File: src/rtl/operand_skew_buffer.sv
// Operand row FIFO feeding a per-lane skew pipeline: lane i reaches the
// array edge i cycles after lane 0, forming the systolic staircase wavefront.
module operand_skew_buffer #(
    parameter int WIDTH = 8,
    parameter int LANES = 4,
    parameter int DEPTH = 4
) (
    input  logic                          clk,
    input  logic                          clear,
    input  logic [LANES*WIDTH-1:0]        in_data,
    input  logic                          in_valid,
    output logic                          in_ready,
    input  logic                          rd_en,
    output logic [LANES*WIDTH-1:0]        data_out,
    output logic [LANES-1:0]              lane_valid,
    output logic [$clog2(DEPTH+1)-1:0]    count,
    output logic                          full,
    output logic                          empty,
    output logic                          busy
);

    localparam int PW = $clog2(DEPTH);
    localparam int CW = $clog2(DEPTH+1);

    typedef logic [LANES*WIDTH-1:0] row_t;

    row_t              mem [DEPTH];
    logic [PW-1:0]     wr_ptr;
    logic [PW-1:0]     rd_ptr;
    logic [CW-1:0]     count_q;
    logic              push;
    logic              pop;
    row_t              pop_row;
    logic [LANES-1:0]  lane_busy;

    // Flags come from the registered count only, so in_ready has no path from rd_en.
    assign full     = (count_q == CW'(DEPTH));
    assign empty    = (count_q == '0);
    assign in_ready = !full;
    assign count    = count_q;

    // NOTE: clear wins over push/pop in the same cycle, so both are masked here.
    assign push    = in_valid && in_ready && !clear;
    assign pop     = rd_en && !empty && !clear;
    assign pop_row = mem[rd_ptr];

    always_ff @(posedge clk) begin
        if (clear) begin
            wr_ptr  <= '0;
            rd_ptr  <= '0;
            count_q <= '0;
        end else begin
            if (push) wr_ptr <= wr_ptr + 1'b1;
            if (pop)  rd_ptr <= rd_ptr + 1'b1;
            case ({push, pop})
                2'b10:   count_q <= count_q + 1'b1;
                2'b01:   count_q <= count_q - 1'b1;
                default: count_q <= count_q;
            endcase
        end
    end

    // NOTE: row storage is deliberately not reset; only pointers and count are,
    // and a row is never read before it has been written.
    always_ff @(posedge clk) begin
        if (push) mem[wr_ptr] <= in_data;
    end

    for (genvar i = 0; i < LANES; i++) begin : g_lane
        logic [i:0]            v;
        logic [i:0][WIDTH-1:0] d;

        // Bubbles load zero data, so an invalid stage always carries a zero operand.
        always_ff @(posedge clk) begin
            if (clear) begin
                v <= '0;
                d <= '0;
            end else begin
                v[0] <= pop;
                d[0] <= pop ? pop_row[i*WIDTH +: WIDTH] : '0;
                for (int s = 1; s <= i; s++) begin
                    v[s] <= v[s-1];
                    d[s] <= d[s-1];
                end
            end
        end

        assign data_out[i*WIDTH +: WIDTH] = d[i];
        assign lane_valid[i]              = v[i];
        assign lane_busy[i]               = |v;
    end

    assign busy = !empty || (|lane_busy);

endmodule

File: config.mk
export PLATFORM = sky130hd
export DESIGN_NAME = operand_skew_buffer
export DESIGN_NICKNAME = d
export VERILOG_FILES = /design/src/rtl/operand_skew_buffer.sv
export SDC_FILE = /design/constraint.sdc
export NUM_CORES = 1
export LEC_CHECK = 0
export ABC_AREA = 1
export CAP_MARGIN = 20
export CORE_MARGIN = 2
export CORE_UTILIZATION = 40
export DETAILED_ROUTE_END_ITERATION = 8
export PLACE_DENSITY = 0.62
export SLEW_MARGIN = 20
export SYNTH_ARGS = -nofsm -noshare
export SYNTH_HDL_FRONTEND = slang
export SYNTH_SLANG_ARGS = --single-unit
File: constraint.sdc
create_clock -name clk -period 8.8 [get_ports clk]
set_clock_uncertainty 0.1 [all_clocks]
set_input_delay 1.76 -clock clk [delete_from_list [all_inputs] [get_ports clk]]
set_output_delay 1.76 -clock clk [all_outputs]
set_load 0.05 [all_outputs]
==> results of run 1 <==
[cell type report]
type / instances / area share (%)
clock inverter: 11 / 1.36
clock buffer: 29 / 6.65
multi-input combinational: 319 / 15.4
inverter: 71 / 2.92
tap: 260 / 3.50
sequential: 219 / 61.0
timing repair buffer: 83 / 9.18
[critical path: stages]
cell	delay, ns
sky130_fd_sc_hd__buf_2	0.10
sky130_fd_sc_hd__buf_4	0.30
sky130_fd_sc_hd__inv_2	0.22
sky130_fd_sc_hd__nand3_2	0.71
sky130_fd_sc_hd__inv_1	0.22
sky130_fd_sc_hd__ha_1	0.21
sky130_fd_sc_hd__inv_1	0.08
sky130_fd_sc_hd__fa_1	0.39
sky130_fd_sc_hd__inv_1	0.08
sky130_fd_sc_hd__nand2_1	0.05
sky130_fd_sc_hd__nand3_1	0.08
sky130_fd_sc_hd__nand2_1	0.06
sky130_fd_sc_hd__nand2_1	0.05
sky130_fd_sc_hd__nor2_1	0.04
[sequential cells by signal, summed over array words and instances (netlist names)]
register	cells
mem	128
g_lane.d	56
data_out	24
g_lane.v	4
count	3
rd_ptr	2
wr_ptr	2
[routing by layer]
metal  up-vias  routed length, um  part of all wire (%)  global-route usage, %
li1       2237                  -                     -                      -
met1      2084               5840                    42                   16.1
met2       118               6970                    50                   24.1
met3        21                806                   5.8                   2.98
met4         0                296                   2.1                   5.26
met5         -                  0                     0                      0
[through the flow]
stage          utilization, %  instances  cell area (um2)  hold WS, ns
2_1_floorplan               -        664             7720        0.288
3_3_place_gp             45.1        950             8490        0.289
3_5_place_dp             45.1        950             8490        0.292
4_1_cts                  49.1        990             9240        0.300
5_1_grt                  49.4        992             9290        0.308
6_report                 49.4        992             9290        0.299
[power breakdown]
group	switching [uW]	internal [uW]
clock	360	581
sequential	20.0	1120
combinational	131	64.0
[worst max-delay path by stage]
stage / depth (start not counted) / slack [ns] / endpoint
finish: 14 / 4.74 / count[2]$_SDFFE_PP0P_
floorplan: 4 / 4.70 / mem[0][0]$_DFFE_PP_
detailed placement: 14 / 4.24 / count[2]$_SDFFE_PP0P_
global placement: 14 / 4.33 / count[2]$_SDFFE_PP0P_
CTS: 5 / 4.71 / busy
global route: 14 / 4.53 / count[2]$_SDFFE_PP0P_
[cell families after synthesis]
logic type	after synthesis
AOI/OAI and AO/OA	103
DFF	219
buffers and inverters	126
and+or+nand+nor	210
adders and majority gates	6
[cell usage in the layout, fill, tap and decap left out, types with 2 or more instances in the layout]
master,count
sky130_fd_sc_hd__nor2_4,4
sky130_fd_sc_hd__bufinv_16,3
sky130_fd_sc_hd__edfxtp_1,128
sky130_fd_sc_hd__dfxtp_2,2
sky130_fd_sc_hd__clkdlybuf4s50_1,77
sky130_fd_sc_hd__clkbuf_1,4
sky130_fd_sc_hd__buf_16,2
sky130_fd_sc_hd__dfxtp_1,89
sky130_fd_sc_hd__a21oi_1,36
sky130_fd_sc_hd__inv_1,69
sky130_fd_sc_hd__clkinv_1,3
sky130_fd_sc_hd__clkbuf_16,23
sky130_fd_sc_hd__clkinv_2,4
sky130_fd_sc_hd__nand2_1,12
sky130_fd_sc_hd__ha_1,5
sky130_fd_sc_hd__clkbuf_8,2
sky130_fd_sc_hd__o21ai_1,25
sky130_fd_sc_hd__nand3_1,4
sky130_fd_sc_hd__nor2_1,187
sky130_fd_sc_hd__o21ai_0,42
sky130_fd_sc_hd__buf_4,3
==> metrics, run 1 <==
result of the run=finished clean; simple-gate area share of the yosys netlist=10.4%; antenna violations before repair=0; Critical Path RT=9.09 ns; clock tree from TritonCTS=done; count of flip-flops with a built-in enable after synthesis=128; worst slack at placement=4.24 ns; DRC=0; post-DP HPWL=7.75 mm; Slew @ Worst Pin=1.05 ns; starting density of the core=41.0%; worst hold stages=2; top_reg_cell synth=sky130_fd_sc_hd__edfxtp_1; Static Leak=0.00332 uW; endpoint of the worst-slack reg-to-reg timing path=count[2]$_SDFFE_PP0P_; number of hold-slack violations in the final timing report=0; period utilization=46.1%; kind of capture point of the worst setup path=flip-flop; beginning of the worst hold path=g_lane[3].d[11]$_SDFF_PP0_; fill count=1623; global-route usage over all layers=13.6%; setup-violating endpoint count in the final report=0; number of clock buffers inserted by TritonCTS=23; destination of the worst hold path=g_lane[3].d[19]$_SDFF_PP0_; Data arrival, critical path=4.35 ns; CTS root buf=sky130_fd_sc_hd__clkbuf_16; multiplexer share of the synthesized area=0%; critical path start-end classification=in -> reg; remaining max-slew budget at the tightest pin=29.6%; Mapped Nets=706; Worst Setup Start Kind=input pin; post-cts gate resize count=0; total of buffers placed on input and output ports=78; # diodes=0; DR WL/cell=14.0 um; clock slew seen by the registers of the worst setup and hold paths=0.06 ns; Avg Inst Size Synth=11.6 um2; setup slack on the worst flop-to-flop path=5.93 ns; total negative slack for setup checks=0 ns; # rows=50; height of the chip=143 um; first element of the critical path=clear; sequential area share after synthesis=73.4%; leading post-synthesis cells by cell area=sky130_fd_sc_hd__edfxtp_1 (50%), sky130_fd_sc_hd__dfxtp_1 (24%), sky130_fd_sc_hd__nor2_1 (9.3%), sky130_fd_sc_hd__inv_1 (3.4%), sky130_fd_sc_hd__buf_4 (2.8%); insertion delay to the later sink of the worst-skew pair=0.49 ns; area inside the core boundary=18800 um2; maximum fanout along the worst path=52; Seq. cell area=5670 um2; number of global-route vias before repair=4293; worst setup slack after layout=4.74 ns; Adder-Cell Fraction of Synth Area=1.07%; remaining global-route overflow=0; Chip Width=143 um; synthesis-to-finish area growth=20.4%; setup repair after global routing missed its margin=false; most frequent cells after synthesis=sky130_fd_sc_hd__nor2_1 (191), sky130_fd_sc_hd__edfxtp_1 (128), sky130_fd_sc_hd__dfxtp_1 (91), sky130_fd_sc_hd__inv_1 (69), sky130_fd_sc_hd__o21ai_0 (42); post-synthesis cell type count=23; Die Outline Area=20400 um2; total of hold buffers inserted after clock tree synthesis=0; synthesized instance count=664; highest attainable clock frequency=246 MHz; Final GP Congestion=0.726; post-synth top area cell=sky130_fd_sc_hd__edfxtp_1; final net count=759; footprint of the multi-input gates=1430 um2; max-capacitance violation count=0; 1st-iter DRT viols=297; Synth top area share=49.8%; share of flip-flops with an asynchronous set or reset=0%; share of the synthesized netlist area taken by xor and xnor gates=0%; final critical path time including I/O delays and setup=4.06 ns; clock tree sinks=219; most frequent cell after synthesis=sky130_fd_sc_hd__nor2_1; worst min path class=reg -> reg; main combinational cell family by area after synthesis=simple AND/OR/NAND/NOR gates; layout cells sized above 1=6.56%; largest net degree at the start of global routing=65; detailed-route via count=4460; global-route wire length before repair=21.6 mm; number of top-level design ports=79; Total Power=2280 uW; Reg2Reg Depth=13; number of warnings reported in the yosys synthesis log=0; total routed wirelength=13.9 mm; number of setup buffers added after CTS=0; startpoint of the most critical register-to-register path=count[1]$_SDFFE_PP0P_; Max Buffers Root-to-Sink=3; Compound-Gate Fraction of Synth Area=6.68%; final number of max-transition violations=0; number of storage elements in the synthesis netlist=219; via density per instance=4.50; CTS H-tree lvls=1; 1st-pass router iterations=4; total power density per cell area=245 nW/um2; IR Drop Worst-Case VDD=0.188 mV; cell area after technology mapping=7720 um2; remaining number of nets flagged by the antenna check after routing=0
(Power assumes the default switching activity.)
==> run 2: changes to the inputs <==
- PLACE_DENSITY: 0.62 -> 0.64
- clock period: 8.8 -> 3.65 ns (I/O delays scaled with it)
==> metrics, run 2 (synthesized netlist as in run 1, its figures left out) <==
clock slew seen by the registers of the worst setup and hold paths=0.06 ns; final net count=763; first element of the critical path=count[1]$_SDFFE_PP0P_; clock share of power=41.3%; post-cts gate resize count=0; remaining max-slew budget at the tightest pin=40.8%; Data arrival, critical path=2.13 ns; result of the run=finished clean; most frequent cells in the layout=sky130_fd_sc_hd__nor2_1 (187), sky130_fd_sc_hd__edfxtp_1 (128), sky130_fd_sc_hd__dfxtp_1 (89); total negative slack for setup checks=0 ns; number of global-route vias before repair=4459; clock tree sinks=219; leading cell type in the layout, fill and taps excluded=sky130_fd_sc_hd__nor2_1; Slew @ Worst Pin=0.889 ns; 1st-iter DRT viols=361; final number of max-transition violations=0; Critical Path RT=2.82 ns; remaining number of nets flagged by the antenna check after routing=0; combinational cell fraction of total power=8.4%; antenna violations before repair=0; # rows=50; height of the chip=143 um; synthesis-to-finish area growth=20.2%; clock tree from TritonCTS=done; CTS root buf=sky130_fd_sc_hd__clkbuf_16; setup repair after global routing missed its margin=false; critical path endpoint=busy; # diodes=0; fill count=1610; setup slack on the worst flop-to-flop path=1.38 ns; P_sw=1250 uW; Die Outline Area=20400 um2; number of clock buffers inserted by TritonCTS=23; remaining global-route overflow=0; via density per instance=4.53; maximum fanout along the worst path=6; IR Drop Worst-Case VDD=0.397 mV; post-DP HPWL=8.41 mm; Reg2Reg Depth=10; Total Power=5470 uW; kind of capture point of the worst setup path=output pin; worst min path class=reg -> reg; footprint of the multi-input gates=1430 um2; Static Leak=0.00331 uW; number of setup buffers added after CTS=0; Seq. cell area=5670 um2; highest attainable clock frequency=337 MHz; starting density of the core=41.0%; Final GP Congestion=0.727; DR WL/cell=13.9 um; layout cells sized above 1=7.06%; global-route wire length before repair=22.5 mm; flip-flop count of the largest register, all copies and words added=128; DRC=0; Worst Setup Start Kind=flip-flop; startpoint of the most critical register-to-register path=count[1]$_SDFFE_PP0P_; endpoint of the worst-slack reg-to-reg timing path=count[2]$_SDFFE_PP0P_; total of hold buffers inserted after clock tree synthesis=0; CTS H-tree lvls=1; Internal=4230 uW; part of the total power dissipated in sequential elements=50.3%; largest register by flop count=mem; total power density per cell area=590 nW/um2; largest net degree at the start of global routing=65; Chip Width=143 um; final critical path time including I/O delays and setup=2.96 ns; 1st-pass router iterations=4; number of hold-slack violations in the final timing report=0; switching power as a share of total power=22.8%; total of buffers placed on input and output ports=78; number of top-level design ports=79; detailed-route via count=4516; max-capacitance violation count=0; Max Buffers Root-to-Sink=3; global-route usage over all layers=14.0%; total routed wirelength=13.9 mm; area inside the core boundary=18800 um2; critical path start-end classification=reg -> out; setup-violating endpoint count in the final report=0; insertion delay to the later sink of the worst-skew pair=0.50 ns; period utilization=81.2%
[run 2: layout make-up]
cell class                      count  area share [%]
Inverter                           71            2.93
Multi-Input combinational cell    319            15.4
Tap cell                          260            3.51
Clock inverter                     12            1.54
Clock buffer                       29            6.44
Timing Repair Buffer               87            9.09
Sequential cell                   219            61.1
[run 2: worst min path at each step]
stage                                           from                          to  slack, ns  cells after the start
final                     g_lane[2].d[10]$_SDFF_PP0_     data_out[18]$_SDFF_PP0_       0.30                      2
after global routing       g_lane[2].d[1]$_SDFF_PP0_   g_lane[2].d[9]$_SDFF_PP0_       0.31                      2
after CTS                 g_lane[2].d[10]$_SDFF_PP0_     data_out[18]$_SDFF_PP0_       0.30                      2
after detailed placement  g_lane[3].d[22]$_SDFF_PP0_     data_out[30]$_SDFF_PP0_       0.29                      2
after global placement    g_lane[3].d[10]$_SDFF_PP0_  g_lane[3].d[18]$_SDFF_PP0_       0.29                      2
after floorplan            g_lane[1].d[2]$_SDFF_PP0_     data_out[10]$_SDFF_PP0_       0.29                      2
[run 2: per-layer routing]
| layer | share of wire, % | up-vias | GRT usage, % |
|---|---|---|---|
| li1 | - | 2251 | - |
| met1 | 44 | 2109 | 18.0 |
| met2 | 48 | 137 | 23.4 |
| met3 | 6.3 | 19 | 3.12 |
| met4 | 2.0 | 0 | 5.00 |
| met5 | 0 | - | 0 |
[run 2: worst max-delay path: stages (launching register included)]
cell	delay (ns)
sky130_fd_sc_hd__dfxtp_1	0.34
sky130_fd_sc_hd__nor2_1	0.12
sky130_fd_sc_hd__nand2_1	0.21
sky130_fd_sc_hd__nor3_1	0.18
sky130_fd_sc_hd__nand3_1	0.09
sky130_fd_sc_hd__clkdlybuf4s50_1	0.71
[run 2: power groups by stage]
stage	Combinational [uW]	Clock, uW	Sequential, uW
2_1_floorplan	310	0	2810
3_3_place_gp	449	0	2800
3_5_place_dp	460	0	2810
4_1_cts	463	2310	2750
5_1_grt	508	2430	2760
6_report	458	2260	2750
[run 2: stage by stage]
stage	cell area, um2	setup slack, ns	hold WS [ns]	std cells	util [%]
global route	9280	0.541	0.307	997	49.3
finish	9280	0.687	0.297	997	49.3
floorplan	7720	0.278	0.288	664	-
global placement	8540	0.785	0.289	956	45.3
CTS	9280	0.656	0.298	997	49.3
detailed placement	8540	0.725	0.292	956	45.3
==> run 3: changes to the inputs <==
- clock period: 3.65 -> 2.7 ns (I/O delays scaled with it)
==> metrics, run 3 (synthesized netlist as in run 1, its figures left out) <==
result of the run=finished clean; highest attainable clock frequency=385 MHz; Worst Setup Start Kind=flip-flop; antenna violations before repair=0; Final Util=49.6%; worst slack at placement=0.278 ns; delay of the slowest critical-path stage=0.83 ns; Die Outline Area=20400 um2; DRC=0; number of top-level design ports=79; CTS root buf=sky130_fd_sc_hd__clkbuf_16; remaining global-route overflow=0; final net count=763; leading cell type in the layout, fill and taps excluded=sky130_fd_sc_hd__nor2_1; DR WL/cell=14.1 um; worst setup slack after layout=0.101 ns; most frequent cells in the layout=sky130_fd_sc_hd__nor2_1 (187), sky130_fd_sc_hd__edfxtp_1 (128), sky130_fd_sc_hd__dfxtp_1 (89); final number of max-transition violations=0; combinational cell fraction of total power=8.8%; Chip Width=143 um; Internal=5710 uW; synthesis-to-finish area growth=21.1%; clock slew seen by the registers of the worst setup and hold paths=0.06 ns; Data arrival, critical path=1.96 ns; count of buffering cells on the critical path with inverters included=1; Reg2Reg Depth=11; Static Leak=0.00336 uW; total of buffers placed on input and output ports=78; total routed wirelength=14.0 mm; detailed-route via count=4472; IR Drop Worst-Case VDD=0.368 mV; number of setup buffers added after CTS=0; setup slack on the worst flop-to-flop path=0.68 ns; height of the chip=143 um; worst hold stages=2; number of hold-slack violations in the final timing report=0; Critical Path, Cell by Cell=nor2_1 -> nand2_1 -> clkdlybuf4s50_1; cell area after layout=9350 um2; setup-violating endpoint count in the final report=0; clock share of power=40.9%; 1st-pass router iterations=4; Critical Path RT=2.06 ns; Final GP Congestion=0.729; total power density per cell area=789 nW/um2; total of hold buffers inserted after clock tree synthesis=0; Worst path slowest cell=sky130_fd_sc_hd__clkdlybuf4s50_1; period utilization=96.3%; area inside the core boundary=18800 um2; critical path start-end classification=reg -> out; remaining max-slew budget at the tightest pin=60.5%; final critical path time including I/O delays and setup=2.60 ns; number of clock buffers inserted by TritonCTS=22; worst min path class=reg -> reg; family with the most delay on the worst path=buffers and inverters; kind of capture point of the worst setup path=output pin; # rows=50; maximum fanout along the worst path=5; 1st-iter DRT viols=309; # diodes=0; max-capacitance violation count=0; cell count along the critical path=3; remaining number of nets flagged by the antenna check after routing=0; clock tree from TritonCTS=done; largest register by flop count=mem; post-DP HPWL=7.87 mm; via density per instance=4.49; starting density of the core=41.0%; number of global-route vias before repair=4412; global-route wire length before repair=22.3 mm; destination of the worst hold path=data_out[19]$_SDFF_PP0_; flip-flop count of the largest register, all copies and words added=128; largest net degree at the start of global routing=65; Slew @ Worst Pin=0.593 ns; startpoint of the most critical register-to-register path=count[1]$_SDFFE_PP0P_; global-route usage over all layers=14.0%; Max Buffers Root-to-Sink=3; post-placement cell area=8610 um2; setup repair after global routing missed its margin=false; Total Power=7370 uW; fill count=1630; CTS H-tree lvls=1; layout cells sized above 1=7.19%; clock tree sinks=219; endpoint of the worst-slack reg-to-reg timing path=count[2]$_SDFFE_PP0P_; insertion delay to the later sink of the worst-skew pair=0.49 ns; switching power as a share of total power=22.6%; beginning of the worst hold path=g_lane[2].d[11]$_SDFF_PP0_; part of the total power dissipated in sequential elements=50.3%; P_sw=1670 uW
run 3: power by group through the flow:
stage                     Clock, uW  Combinational, uW  Sequential (uW)
after floorplan                   0                421             3800
after global placement            0                637             3780
after detailed placement          0                659             3780
after CTS                      3100                656             3710
after global routing           3230                714             3720
final                          3020                647             3710
run 3: timing repair:
action | CTS | global route
hold endpoints to repair | 0 | 0
endpoints found under the setup margin | 2 | 1
resized for setup | 2 | 1
run 3: area by class of cell:
class,count,area (um2),share of cell area [%]
clock inverter,15,154,1.65
inverter,71,272,2.90
clock buffer,25,583,6.24
timing repair buffer,88,913,9.77
tap,260,325,3.48
multi-input combinational,319,1430,15.3
sequential,219,5670,60.6
run 3: worst max path at each step:
| stage | end | start |
|---|---|---|
| floorplan | mem[0][0]$_DFFE_PP_ | count[0]$_SDFFE_PP0P_ |
| global placement | count[2]$_SDFFE_PP0P_ | rd_en |
| detailed placement | count[2]$_SDFFE_PP0P_ | rd_en |
| CTS | full | count[1]$_SDFFE_PP0P_ |
| global route | busy | count[1]$_SDFFE_PP0P_ |
| finish | in_ready | count[1]$_SDFFE_PP0P_ |
run 3: per-layer routing:
layer | vias to the layer above | track usage, % | share of wire, %
met2 | 130 | 25.1 | 51
li1 | 2248 | - | -
met3 | 22 | 3.12 | 6.6
met5 | - | 0 | 0
met1 | 2072 | 16.7 | 41
met4 | 0 | 4.69 | 1.8
run 3: through the flow:
stage | hold slack [ns] | instances | setup TNS [ns]
floorplan | 0.288 | 664 | -28.97
global route | 0.309 | 997 | 0
CTS | 0.299 | 997 | 0
detailed placement | 0.292 | 957 | 0
finish | 0.298 | 997 | 0
global placement | 0.289 | 957 | 0
run 3: worst min-delay path, delay by kind of cell, from the launching register on:
family,cells,cell delay (ns)
flip-flops,1,0.29
buffers and inverters,1,0.04
AND/OR/NAND/NOR,1,0.03
